===== src/rtl/score_keeper.sv =====
// Game-progress counter: turns collision pulses into score (binary + BCD),
// level and lives, and runs the IDLE/PLAY/OVER state machine.
module score_keeper #(
  parameter int SCORE_W    = 8,
  parameter int LIVES_INIT = 3,
  parameter int LEVEL_STEP = 4
) (
  input  logic               clk,
  input  logic               reset,
  input  logic               start,
  input  logic               enemy_hit,
  input  logic               player_hit,
  output logic [SCORE_W-1:0] score,
  output logic [3:0]         bcd_hund,
  output logic [3:0]         bcd_tens,
  output logic [3:0]         bcd_ones,
  output logic [1:0]         lives,
  output logic [3:0]         level,
  output logic               level_up,
  output logic               playing,
  output logic               game_over,
  output logic [1:0]         o_dbg_state
);

  localparam logic [1:0] S_IDLE = 2'd0;
  localparam logic [1:0] S_PLAY = 2'd1;
  localparam logic [1:0] S_OVER = 2'd2;

  localparam int CNT_W = (LEVEL_STEP < 2) ? 1 : $clog2(LEVEL_STEP + 1);

  logic [1:0]       r_state;
  logic             r_prev_e;
  logic             r_prev_p;
  logic [CNT_W-1:0] r_hit_cnt;

  logic             w_e_edge;
  logic             w_p_edge;
  logic             w_score_max;
  logic [CNT_W-1:0] w_cnt_next;

  assign w_e_edge    = enemy_hit & ~r_prev_e;
  assign w_p_edge    = player_hit & ~r_prev_p;
  assign w_score_max = (score == {SCORE_W{1'b1}});
  assign w_cnt_next  = r_hit_cnt + 1'b1;

  assign playing     = (r_state == S_PLAY);
  assign game_over   = (r_state == S_OVER);
  assign o_dbg_state = r_state;

  always_ff @(posedge clk) begin
    if (reset) begin
      // History starts high so an input already asserted at release is ignored
      r_prev_e  <= 1'b1;
      r_prev_p  <= 1'b1;
      r_state   <= S_IDLE;
      r_hit_cnt <= '0;
      score     <= '0;
      bcd_hund  <= 4'd0;
      bcd_tens  <= 4'd0;
      bcd_ones  <= 4'd0;
      lives     <= 2'd0;
      level     <= 4'd0;
      level_up  <= 1'b0;
    end else begin
      r_prev_e <= enemy_hit;
      r_prev_p <= player_hit;
      level_up <= 1'b0;
      case (r_state)
        S_PLAY: begin
          if (w_e_edge) begin
            // BCD tracks score incrementally and freezes with it at saturation
            if (!w_score_max) begin
              score <= score + 1'b1;
              if (bcd_ones == 4'd9) begin
                bcd_ones <= 4'd0;
                if (bcd_tens == 4'd9) begin
                  bcd_tens <= 4'd0;
                  bcd_hund <= bcd_hund + 4'd1;
                end else begin
                  bcd_tens <= bcd_tens + 4'd1;
                end
              end else begin
                bcd_ones <= bcd_ones + 4'd1;
              end
            end
            if (w_cnt_next == CNT_W'(LEVEL_STEP)) begin
              r_hit_cnt <= '0;
              if (level != 4'd15) begin
                level    <= level + 4'd1;
                level_up <= 1'b1;
              end
            end else begin
              r_hit_cnt <= w_cnt_next;
            end
          end
          if (w_p_edge) begin
            lives <= lives - 2'd1;
            if (lives == 2'd1) r_state <= S_OVER;
          end
        end
        default: begin
          if (start) begin
            r_state   <= S_PLAY;
            r_hit_cnt <= '0;
            score     <= '0;
            bcd_hund  <= 4'd0;
            bcd_tens  <= 4'd0;
            bcd_ones  <= 4'd0;
            level     <= 4'd0;
            lives     <= 2'(LIVES_INIT);
          end
        end
      endcase
    end
  end

endmodule


===== config.mk =====
export PLATFORM = sky130hd
export DESIGN_NAME = score_keeper
export DESIGN_NICKNAME = d
export VERILOG_FILES = /design/src/rtl/score_keeper.sv
export SDC_FILE = /design/constraint.sdc
export NUM_CORES = 1
export LEC_CHECK = 0
export CELL_PAD_IN_SITES_DETAIL_PLACEMENT = 1
export CELL_PAD_IN_SITES_GLOBAL_PLACEMENT = 1
export CORE_UTILIZATION = 38
export CTS_CLUSTER_SIZE = 14
export DETAILED_ROUTE_END_ITERATION = 12
export GPL_TIMING_DRIVEN = 1
export PLACE_DENSITY_LB_ADDON = 0.08
export SYNTH_ARGS = -nofsm -noshare
export SYNTH_HDL_FRONTEND = slang
export SYNTH_SLANG_ARGS = --single-unit

===== constraint.sdc =====
create_clock -name clk -period 2.5 [get_ports clk]
set_input_delay 0.5 -clock clk [delete_from_list [all_inputs] [get_ports clk]]
set_output_delay 0.5 -clock clk [all_outputs]
set_load 0.03 [all_outputs]

[After elaboration in Yosys (flattened, before gate mapping)]
Index checks and enable logic that the tools add are counted.
Word-level totals
  register bits after elaboration: 34
  input port bits: 5
  output and inout bits: 31
  logic and storage cells: 85
Operators by class
  add/sub/neg operators: 7
  equality and inequality tests: 16
  muxes and demuxes: 35
  bitwise logic cells: 7
  reductions and logical operators: 9
Operator list (count)
  $mux 4: 19
  $mux 8: 4
  $add 4x1->4 const B: 4
  $mux 2: 7
  $ne 2x1->1 const B: 7
  $mux 3: 4
  $add 8x1->8 const B: 1
  $eq 4x4->1 const B: 2
  $eq 8x8->1 const B: 1
  $reduce_and 4->1: 2
  $reduce_and 3->1: 2
  $not 1->1: 5
  $reduce_and 5->1: 1
  $eq 2x1->1 const B: 2
  $ne 4x4->1 const B: 1
  $reduce_and 2->1: 2
  $reduce_or 4->1: 1
  $add 3x1->3 const B: 1
  $eq 3x3->1 const B: 1
  $and 1x1->1: 2
  $eq 2x2->1 const B: 1
  $ne 2x2->1 const B: 1
  $reduce_bool 2->1: 1
  $sub 2x1->2 const B: 1
  $mux 1: 1

[Logic depth before layout (Yosys ltp)]
Gate-level depths: netlist of run 1.
  depth after elaboration: 6
  gate-level depth with buffers: 7
  mapped depth without buffers: 6

[Least setup slack after synthesis of run 1]
Ideal clock, no wire load.
  path kind: flip-flop to flip-flop
  from: register score[0]
  to: register bcd_hund[3]
  library setup time: 0.077 ns
  arrival time: 1.965 ns
  data required time: 2.423 ns
  setup slack: 0.457 ns
  cell stages (with the launch flop): 7
  path buffers: 1
  period minus slack after synthesis: 2.043 ns
  cells stage by stage: dfxtp_1 > ha_1 > and4_1 > a211o_1 > buf_2 > or4b_1 > o22ai_1
On the way
  cells in the longest elaborated chain, start to end: 3
Ends and longest elaborated chain
  start, declared: line 13  | output logic [SCORE_W-1:0] score,
  start signal, assigned: line 73  | score <= score + 1'b1;
  $eq 8x8->1: line 43  | assign w_score_max = (score == {SCORE_W{1'b1}});
  $ne 2x2->1 (no source line)
  $reduce_and 5->1 (no source line)
  end signal, assigned: line 78  | bcd_hund <= bcd_hund + 4'd1;
  end, declared: line 14  | output logic [3:0] bcd_hund,
No other way between the ends.
A chain may end at the register's enable or synchronous reset.

[Final worst setup path of run 1]
  from: register r_state[0], in the netlist o_dbg_state[0]
  to: output playing
On the way
  cells in the longest elaborated chain, start to end: 1
Ends and longest elaborated chain
  start, declared: line 31  | logic [1:0] r_state;
  start signal, assigned: line 55  | r_state <= S_IDLE;
  start signal, assigned: line 98  | if (lives == 2'd1) r_state <= S_OVER;
  start signal, assigned: line 103  | r_state <= S_PLAY;
  $eq 2x1->1: line 46  | assign playing = (r_state == S_PLAY);
  end, declared: line 20  | output logic playing,
No other way between the ends.

==> flow_results.xml, run 1 <==
<?xml version="1.0" encoding="UTF-8"?>
<metrics>
  <group name="clock_tree">
    <metric name="insertion_delay" unit="ns">0.29</metric>
    <metric name="clockRootBuffer" unit="">sky130_fd_sc_hd__clkbuf_8</metric>
    <metric name="count_of_hold_buffers_inserted_by_post_cts_repair" unit="">0</metric>
    <metric name="cts_inserted_buffers" unit="">5</metric>
    <metric name="clkSlewWorstSetupHoldPaths" unit="ns">0.07</metric>
    <metric name="number_of_gates_resized_after_cts" unit="">0</metric>
    <metric name="cts-htree-levels" unit="">2</metric>
    <metric name="post-cts-setup-buffer-count" unit="">0</metric>
    <metric name="ctsLongestPathBuffers" unit="">2</metric>
    <metric name="cts_tree" unit="">built</metric>
    <metric name="cts_num_sinks" unit="">34</metric>
  </group>
  <group name="critical_path">
    <metric name="worstReg2RegEnd" unit="">bcd_hund[3]</metric>
    <metric name="worst_path_largest_cell_delay" unit="ns">0.69</metric>
    <metric name="timing.critical_path.slowest_stage_cell" unit="">sky130_fd_sc_hd__clkdlybuf4s50_1</metric>
    <metric name="crit_chain" unit="">nand2b_1 &gt; inv_2 &gt; clkdlybuf4s50_1</metric>
    <metric name="worst-path-buf-inv" unit="">2</metric>
    <metric name="cp_max_fo" unit="">8</metric>
    <metric name="crit_path_start" unit="">o_dbg_state[0]</metric>
    <metric name="crit_required" unit="ns">2.00</metric>
    <metric name="critical_path.top_delay_family" unit="">buffers and inverters</metric>
    <metric name="ff2ff_path_depth" unit="">5</metric>
    <metric name="ff2ff_setup_slack" unit="ns">0.38</metric>
    <metric name="cp_class" unit="">reg2out</metric>
    <metric name="worstSetupPathDepth" unit="">3</metric>
    <metric name="critical_path.startpoint_type" unit="">flip-flop</metric>
    <metric name="regToRegStartpoint" unit="">score[0]</metric>
    <metric name="cp-endpoint" unit="">playing</metric>
    <metric name="arrival" unit="ns">1.71</metric>
    <metric name="worstSetupEndpointType" unit="">output port</metric>
  </group>
  <group name="yosys">
    <metric name="ys.flop_type" unit="">sky130_fd_sc_hd__dfxtp_1</metric>
    <metric name="postSynthCellCount" unit="">215</metric>
    <metric name="synth.lib_cells_used.distinct" unit="">50</metric>
    <metric name="netlist_area" unit="sq um">1810</metric>
    <metric name="synth_edf_count" unit="">0</metric>
    <metric name="synth_sequential_area_ratio" unit="%">37.5</metric>
    <metric name="synth.yosys.warnings" unit="">0</metric>
    <metric name="synth-seq-cells" unit="">34</metric>
    <metric name="syn_nets" unit="">230</metric>
    <metric name="synthArstFlopShare" unit="%">0</metric>
    <metric name="synthesis.area_per_instance" unit="sq um">8.43</metric>
  </group>
  <group name="die">
    <metric name="core.rowCount" unit="">24</metric>
    <metric name="placeableCoreArea" unit="sq um">4470</metric>
    <metric name="count_of_boundary_i_o_pins" unit="">36</metric>
    <metric name="die_width" unit="microns">71.1</metric>
    <metric name="die_height" unit="microns">71.1</metric>
    <metric name="die_footprint" unit="sq um">5050</metric>
    <metric name="starting_density" unit="%">40.5</metric>
  </group>
  <group name="drt">
    <metric name="met3WireLength" unit="microns">203</metric>
    <metric name="drtIter0Drc" unit="">85</metric>
    <metric name="drc" unit="">2</metric>
    <metric name="top_signal_layer_used" unit="">met4</metric>
    <metric name="vias_per_cell" unit="">6.02</metric>
    <metric name="drt-pass1-iter-count" unit="">10</metric>
    <metric name="ant_nets" unit="">0</metric>
    <metric name="drt-met1-wl" unit="microns">2430</metric>
    <metric name="detail_route.wl_per_cell" unit="microns">17.4</metric>
    <metric name="vias" unit="">1853</metric>
    <metric name="met2_length" unit="microns">2630</metric>
    <metric name="routed_wire_length" unit="microns">5360</metric>
  </group>
  <group name="flow_run">
    <metric name="max-cap-violations" unit="">0</metric>
  </group>
  <group name="sta">
    <metric name="min_period" unit="ns">2.21</metric>
    <metric name="rsz_0062_raised_after_global_routing" unit="">no</metric>
    <metric name="drv_slew" unit="">0</metric>
    <metric name="worst_hold_slack" unit="ns">0.462</metric>
    <metric name="fmax" unit="GHz">0.452</metric>
    <metric name="finalSetupViolCount" unit="">0</metric>
    <metric name="timing_worst_slew_pin_value" unit="ns">0.569</metric>
    <metric name="final_min_period_over_clock_period" unit="%">88.4</metric>
    <metric name="fin_worst_skew" unit="ns">0.00494</metric>
    <metric name="slew_headroom" unit="%">62.0</metric>
    <metric name="final_report_hold_violation_count" unit="">0</metric>
    <metric name="setup-tns-final" unit="ns">0</metric>
  </group>
  <group name="cells_and_area">
    <metric name="drive_above_1_share" unit="%">7.42</metric>
    <metric name="multi_input_comb_area" unit="sq um">1050</metric>
    <metric name="area_growth" unit="%">29.3</metric>
    <metric name="mostFrequentLayoutCell" unit="">sky130_fd_sc_hd__clkdlybuf4s50_1</metric>
    <metric name="num_antenna_cells" unit="">0</metric>
    <metric name="layout.nets" unit="">270</metric>
    <metric name="seq_cell_area" unit="sq um">681</metric>
    <metric name="mostFrequentLayoutCells" unit="">35 x sky130_fd_sc_hd__clkdlybuf4s50_1, 34 x sky130_fd_sc_hd__dfxtp_1, 15 x sky130_fd_sc_hd__a21oi_1, 13 x sky130_fd_sc_hd__nand3_1, 12 x sky130_fd_sc_hd__nor3_1</metric>
    <metric name="fillerInstances" unit="">532</metric>
    <metric name="fin_util" unit="%">52.4</metric>
  </group>
  <group name="power_and_ir_drop">
    <metric name="leakagePower" unit="uW">0.000809</metric>
    <metric name="power.share.combinational" unit="%">12.4</metric>
    <metric name="p_sw_share" unit="%">26.5</metric>
    <metric name="switching_power" unit="uW">298</metric>
    <metric name="power_density_relative_to_cell_area" unit="nW/um^2">480</metric>
    <metric name="internal-power" unit="uW">827</metric>
    <metric name="irDropWorstVdd" unit="V">0.000301</metric>
    <metric name="p_clk_share" unit="%">37.7</metric>
    <metric name="seq_power_share" unit="%">49.9</metric>
  </group>
  <group name="min_path">
    <metric name="type_of_the_tightest_min_delay_check" unit="">reg2reg</metric>
  </group>
  <group name="placed_design">
    <metric name="port_buf_inserts" unit="">35</metric>
    <metric name="dp.final_hpwl" unit="microns">3900</metric>
    <metric name="place.gp.congestion" unit="">0.904</metric>
  </group>
  <group name="outcome">
    <metric name="outcome" unit="">complete, but fails checks</metric>
    <metric name="violations" unit="">DRC</metric>
  </group>
  <group name="grt">
    <metric name="via_count_of_the_first_global_routing_pass" unit="">1845</metric>
    <metric name="globalRouteOverflowTotal" unit="">0</metric>
    <metric name="antenna_found_initial" unit="">0</metric>
    <metric name="maximum_number_of_pins_on_one_net_before_global_route_repair" unit="">39</metric>
    <metric name="grt_pass1_wl" unit="microns">8850</metric>
    <metric name="gr_usage_total" unit="%">22.3</metric>
  </group>
</metrics>
Yosys cell counts, types with 2 or more instances:
cell type                  instances  share of area, %
sky130_fd_sc_hd__nor2_1            9               1.9
sky130_fd_sc_hd__nand3b_1          3               1.2
sky130_fd_sc_hd__o22ai_1           3               1.0
sky130_fd_sc_hd__nand2_1          10               2.1
sky130_fd_sc_hd__ha_1             10               6.9
sky130_fd_sc_hd__a21oi_1          15               4.1
sky130_fd_sc_hd__inv_1             7               1.4
sky130_fd_sc_hd__nand4_1           5               1.7
sky130_fd_sc_hd__nor4_1            2              0.69
sky130_fd_sc_hd__clkbuf_1          7               1.4
sky130_fd_sc_hd__buf_2             4               1.1
sky130_fd_sc_hd__dfxtp_1          34                38
sky130_fd_sc_hd__or2_0             3               1.0
sky130_fd_sc_hd__o211ai_1          4               1.7
sky130_fd_sc_hd__nor3_1           12               3.3
sky130_fd_sc_hd__or4b_1            3               1.7
sky130_fd_sc_hd__o21ai_0           2              0.55
sky130_fd_sc_hd__a211oi_1         11               4.6
sky130_fd_sc_hd__and3_1            3               1.0
sky130_fd_sc_hd__o31ai_1           4               1.7
sky130_fd_sc_hd__or4_1             2              0.83
sky130_fd_sc_hd__or2_1             2              0.69
sky130_fd_sc_hd__o21ai_1           9               2.5
sky130_fd_sc_hd__nand3_1          13               3.6
sky130_fd_sc_hd__or3_1             2              0.69
sky130_fd_sc_hd__nand2b_1          6               2.1
sky130_fd_sc_hd__nor2b_1           3               1.0
sky130_fd_sc_hd__a31oi_1           5               1.7
cell families after synthesis:
group                    Yosys count  synth area share (%)
AND/OR/NAND/NOR                   88                  28.6
AO/OA/AOI/OAI                     60                  21.3
flip-flops                        34                  37.5
buffers and inverters             21                  4.62
adder cells (fa/ha/maj)           10                  6.90
XOR/XNOR                           1                 0.483
multiplexers                       1                 0.621
how the worst min path moves through the flow:
| stage | startpoint | endpoint | slack (ns) | cells after the start |
|---|---|---|---|---|
| 5_1_grt | bcd_hund[3] | bcd_hund[3] | 0.50 | 1 |
| 3_5_place_dp | bcd_hund[3] | bcd_hund[3] | 0.45 | 1 |
| 3_3_place_gp | bcd_hund[3] | bcd_hund[3] | 0.45 | 1 |
| 4_1_cts | bcd_hund[3] | bcd_hund[3] | 0.47 | 1 |
| 2_1_floorplan | r_hit_cnt[1] | r_hit_cnt[1] | 0.46 | 2 |
| 6_report | bcd_hund[3] | bcd_hund[3] | 0.46 | 1 |
flip-flops by register name (all words and copies together) (netlist names):
signal and flops:
r_prev_e 1, bcd_ones 4, score 8, level 4, bcd_tens 4, bcd_hund 4
o_dbg_state 2, r_prev_p 1, level_up 1, lives 2, r_hit_cnt 3
layout make-up:
class / instances / share of cell area (%)
clock buffer: 7 / 3.68
clock inverter: 1 / 0.213
inverter: 9 / 1.44
multi-input combinational: 160 / 44.7
sequential: 34 / 29.0
tap: 52 / 2.77
timing repair buffer: 45 / 18.1
power groups by stage:
| stage | combinational (uW) | sequential (uW) | clock [uW] |
|---|---|---|---|
| 6_report | 139 | 561 | 424 |
| 5_1_grt | 151 | 562 | 460 |
| 4_1_cts | 139 | 561 | 434 |
| 3_5_place_dp | 139 | 574 | 0 |
| 3_3_place_gp | 133 | 573 | 0 |
| 2_1_floorplan | 68.5 | 584 | 0 |
per-stage QoR:
stage / cells / area (sq um) / total power [uW] / worst slack [ns]
global route: 308 / 2340 / 1170 / 0.217
detailed placement: 300 / 2250 / 712 / 0.134
finish: 308 / 2340 / 1120 / 0.289
CTS: 308 / 2340 / 1130 / 0.266
global placement: 300 / 2250 / 706 / 0.322
floorplan: 215 / 1810 / 653 / 0.457
per-layer routing:
| layer | GRT usage [%] | up-vias |
|---|---|---|
| li1 | - | 893 |
| met1 | 27.1 | 898 |
| met2 | 38.6 | 50 |
| met3 | 5.13 | 12 |
| met4 | 8.22 | 0 |
| met5 | 0 | - |
(Power assumes the default switching activity.)
==> run 2: changes to the inputs <==
--- a/config.mk
+++ b/config.mk
@@ -7,11 +7,13 @@
 export LEC_CHECK = 0
 export CELL_PAD_IN_SITES_DETAIL_PLACEMENT = 1
 export CELL_PAD_IN_SITES_GLOBAL_PLACEMENT = 1
+export CORE_MARGIN = 5
 export CORE_UTILIZATION = 38
 export CTS_CLUSTER_SIZE = 14
 export DETAILED_ROUTE_END_ITERATION = 12
 export GPL_TIMING_DRIVEN = 1
 export PLACE_DENSITY_LB_ADDON = 0.08
+export RECOVER_POWER = 100
 export SYNTH_ARGS = -nofsm -noshare
 export SYNTH_HDL_FRONTEND = slang
 export SYNTH_SLANG_ARGS = --single-unit
==> run 2 against run 1 <==
Final cell count rose by 0.32%; sequential power barely moved; register-to-register slack improved by 0.05 ns; utilization fell by 2.3 points; critical path type unchanged; wire length rose by 1.4%; global-route usage fell by 3.4 points; highest routed layer unchanged; total power rose by 0.87%; non-clock buffer count fell by 1; the flow now finishes without violations; largest power group unchanged; combinational power barely moved; clock power rose by 2%.
==> flow_results.xml, run 2 (synthesis results as in run 1) <==
<?xml version="1.0" encoding="UTF-8"?>
<metrics>
  <group name="sta">
    <metric name="fin_worst_skew" unit="ns">0.00381</metric>
    <metric name="rsz_0062_raised_after_global_routing" unit="">no</metric>
    <metric name="finalSetupViolCount" unit="">0</metric>
    <metric name="min_period" unit="ns">2.30</metric>
    <metric name="setup-tns-final" unit="ns">0</metric>
    <metric name="final_report_hold_violation_count" unit="">0</metric>
    <metric name="final_min_period_over_clock_period" unit="%">91.9</metric>
    <metric name="timing_worst_slew_pin_value" unit="ns">0.770</metric>
    <metric name="fmax" unit="GHz">0.435</metric>
    <metric name="drv_slew" unit="">0</metric>
    <metric name="slew_headroom" unit="%">48.7</metric>
  </group>
  <group name="drt">
    <metric name="detail_route.wl_per_cell" unit="microns">17.6</metric>
    <metric name="drtIter0Drc" unit="">81</metric>
    <metric name="routed_wire_length" unit="microns">5440</metric>
    <metric name="drc" unit="">0</metric>
    <metric name="drt-pass1-iter-count" unit="">4</metric>
    <metric name="vias" unit="">1826</metric>
    <metric name="ant_nets" unit="">0</metric>
    <metric name="vias_per_cell" unit="">5.91</metric>
  </group>
  <group name="die">
    <metric name="die_width" unit="microns">79.1</metric>
    <metric name="die_height" unit="microns">79.1</metric>
    <metric name="starting_density" unit="%">38.6</metric>
    <metric name="count_of_boundary_i_o_pins" unit="">36</metric>
    <metric name="placeableCoreArea" unit="sq um">4690</metric>
    <metric name="core.rowCount" unit="">25</metric>
    <metric name="die_footprint" unit="sq um">6250</metric>
  </group>
  <group name="cells_and_area">
    <metric name="fin_util" unit="%">50.1</metric>
    <metric name="area_growth" unit="%">29.6</metric>
    <metric name="multi_input_comb_area" unit="sq um">1050</metric>
    <metric name="seq_cell_area" unit="sq um">681</metric>
    <metric name="fillerInstances" unit="">569</metric>
    <metric name="num_antenna_cells" unit="">0</metric>
    <metric name="max_flop_register" unit="">score</metric>
    <metric name="drive_above_1_share" unit="%">7.06</metric>
    <metric name="mostFrequentLayoutCell" unit="">sky130_fd_sc_hd__dfxtp_1</metric>
    <metric name="mostFrequentLayoutCells" unit="">34 x sky130_fd_sc_hd__dfxtp_1, 31 x sky130_fd_sc_hd__dlygate4sd3_1, 15 x sky130_fd_sc_hd__a21oi_1, 13 x sky130_fd_sc_hd__nand3_1, 12 x sky130_fd_sc_hd__nor3_1</metric>
    <metric name="layout.nets" unit="">269</metric>
    <metric name="largest_register_ff_count" unit="">8</metric>
  </group>
  <group name="clock_tree">
    <metric name="cts_inserted_buffers" unit="">5</metric>
    <metric name="number_of_gates_resized_after_cts" unit="">0</metric>
    <metric name="count_of_hold_buffers_inserted_by_post_cts_repair" unit="">0</metric>
    <metric name="ctsLongestPathBuffers" unit="">2</metric>
    <metric name="post-cts-setup-buffer-count" unit="">0</metric>
    <metric name="clkSlewWorstSetupHoldPaths" unit="ns">0.07</metric>
    <metric name="cts_num_sinks" unit="">34</metric>
    <metric name="cts-htree-levels" unit="">2</metric>
    <metric name="cts_tree" unit="">built</metric>
    <metric name="clockRootBuffer" unit="">sky130_fd_sc_hd__clkbuf_8</metric>
    <metric name="insertion_delay" unit="ns">0.28</metric>
  </group>
  <group name="placed_design">
    <metric name="place.gp.congestion" unit="">0.796</metric>
    <metric name="dp.final_hpwl" unit="microns">3850</metric>
    <metric name="port_buf_inserts" unit="">35</metric>
  </group>
  <group name="outcome">
    <metric name="outcome" unit="">completed</metric>
  </group>
  <group name="power_and_ir_drop">
    <metric name="power.share.combinational" unit="%">12.3</metric>
    <metric name="power_density_relative_to_cell_area" unit="nW/um^2">483</metric>
    <metric name="switching_power" unit="uW">308</metric>
    <metric name="internal-power" unit="uW">826</metric>
    <metric name="p_clk_share" unit="%">38.2</metric>
    <metric name="irDropWorstVdd" unit="V">0.000281</metric>
    <metric name="p_sw_share" unit="%">27.2</metric>
    <metric name="seq_power_share" unit="%">49.4</metric>
    <metric name="leakagePower" unit="uW">0.000909</metric>
  </group>
  <group name="grt">
    <metric name="gr_usage_total" unit="%">18.9</metric>
    <metric name="globalRouteOverflowTotal" unit="">0</metric>
    <metric name="maximum_number_of_pins_on_one_net_before_global_route_repair" unit="">39</metric>
    <metric name="via_count_of_the_first_global_routing_pass" unit="">1947</metric>
    <metric name="grt_pass1_wl" unit="microns">9540</metric>
    <metric name="antenna_found_initial" unit="">0</metric>
  </group>
  <group name="min_path">
    <metric name="type_of_the_tightest_min_delay_check" unit="">reg2reg</metric>
  </group>
  <group name="critical_path">
    <metric name="crit_required" unit="ns">2.00</metric>
    <metric name="cp_max_fo" unit="">10</metric>
    <metric name="worstSetupEndpointType" unit="">output port</metric>
    <metric name="arrival" unit="ns">1.80</metric>
    <metric name="cp_class" unit="">reg2out</metric>
    <metric name="critical_path.startpoint_type" unit="">flip-flop</metric>
  </group>
  <group name="flow_run">
    <metric name="max-cap-violations" unit="">0</metric>
  </group>
</metrics>
## run 2: changes by cell type in the layout (fill, tap and decap cells not counted), moves of 3 or more
cell                              previous run  this run
sky130_fd_sc_hd__clkdlybuf4s50_1            35         4
sky130_fd_sc_hd__o21ai_1                     9         6
sky130_fd_sc_hd__buf_4                      10         7
sky130_fd_sc_hd__o21ai_0                     2         5
sky130_fd_sc_hd__dlygate4sd3_1               0        31
## run 2: per-layer routing
metal	global-route usage, %	vias up	share of wire [%]
met5	0	-	0
met4	5.15	0	1.0
met3	3.85	8	2.9
met2	32.5	30	49
met1	24.0	893	47
li1	-	895	-
## run 2: cell type report
class	instances	share of cell area, %
clock buffers	7	3.67
clock inverters	1	0.213
inverters	9	1.44
multi-input cells	160	44.6
flip-flops and latches	34	29.0
well taps	54	2.88
repair buffers	44	18.2
## run 2: worst paths after layout
kind / from / slack, ns / end / cells after the start
worst max register to register: score[0] / 0.43 / bcd_hund[3] / 5
worst min register to register: bcd_hund[3] / 0.46 / bcd_hund[3] / 1
worst min-delay path: bcd_hund[3] / 0.46 / bcd_hund[3] / 1
worst max-delay path: o_dbg_state[0] / 0.20 / playing / 3
## run 2: power groups by stage
| stage | Clock, uW | Combinational, uW | Sequential, uW |
|---|---|---|---|
| 2_1_floorplan | 0 | 68.5 | 584 |
| 3_3_place_gp | 0 | 136 | 572 |
| 3_5_place_dp | 0 | 143 | 574 |
| 4_1_cts | 441 | 144 | 561 |
| 5_1_grt | 462 | 153 | 563 |
| 6_report | 434 | 140 | 561 |
## run 2: critical path, stage by stage, from the launching register on
cell	delay, ns
sky130_fd_sc_hd__dfxtp_1	0.50
sky130_fd_sc_hd__nand2b_1	0.13
sky130_fd_sc_hd__inv_2	0.18
sky130_fd_sc_hd__clkdlybuf4s50_1	0.71
## run 2: metrics by stage
stage / hold slack, ns / worst slack [ns] / cells / total power, uW / cell area (sq um)
after floorplan: 0.461 / 0.457 / 215 / 653 / 1810
final: 0.463 / 0.202 / 309 / 1130 / 2350
after global placement: 0.441 / 0.273 / 301 / 709 / 2260
after detailed placement: 0.452 / 0.209 / 301 / 717 / 2260
after global routing: 0.523 / 0.0887 / 309 / 1180 / 2350
after CTS: 0.470 / 0.177 / 309 / 1150 / 2350
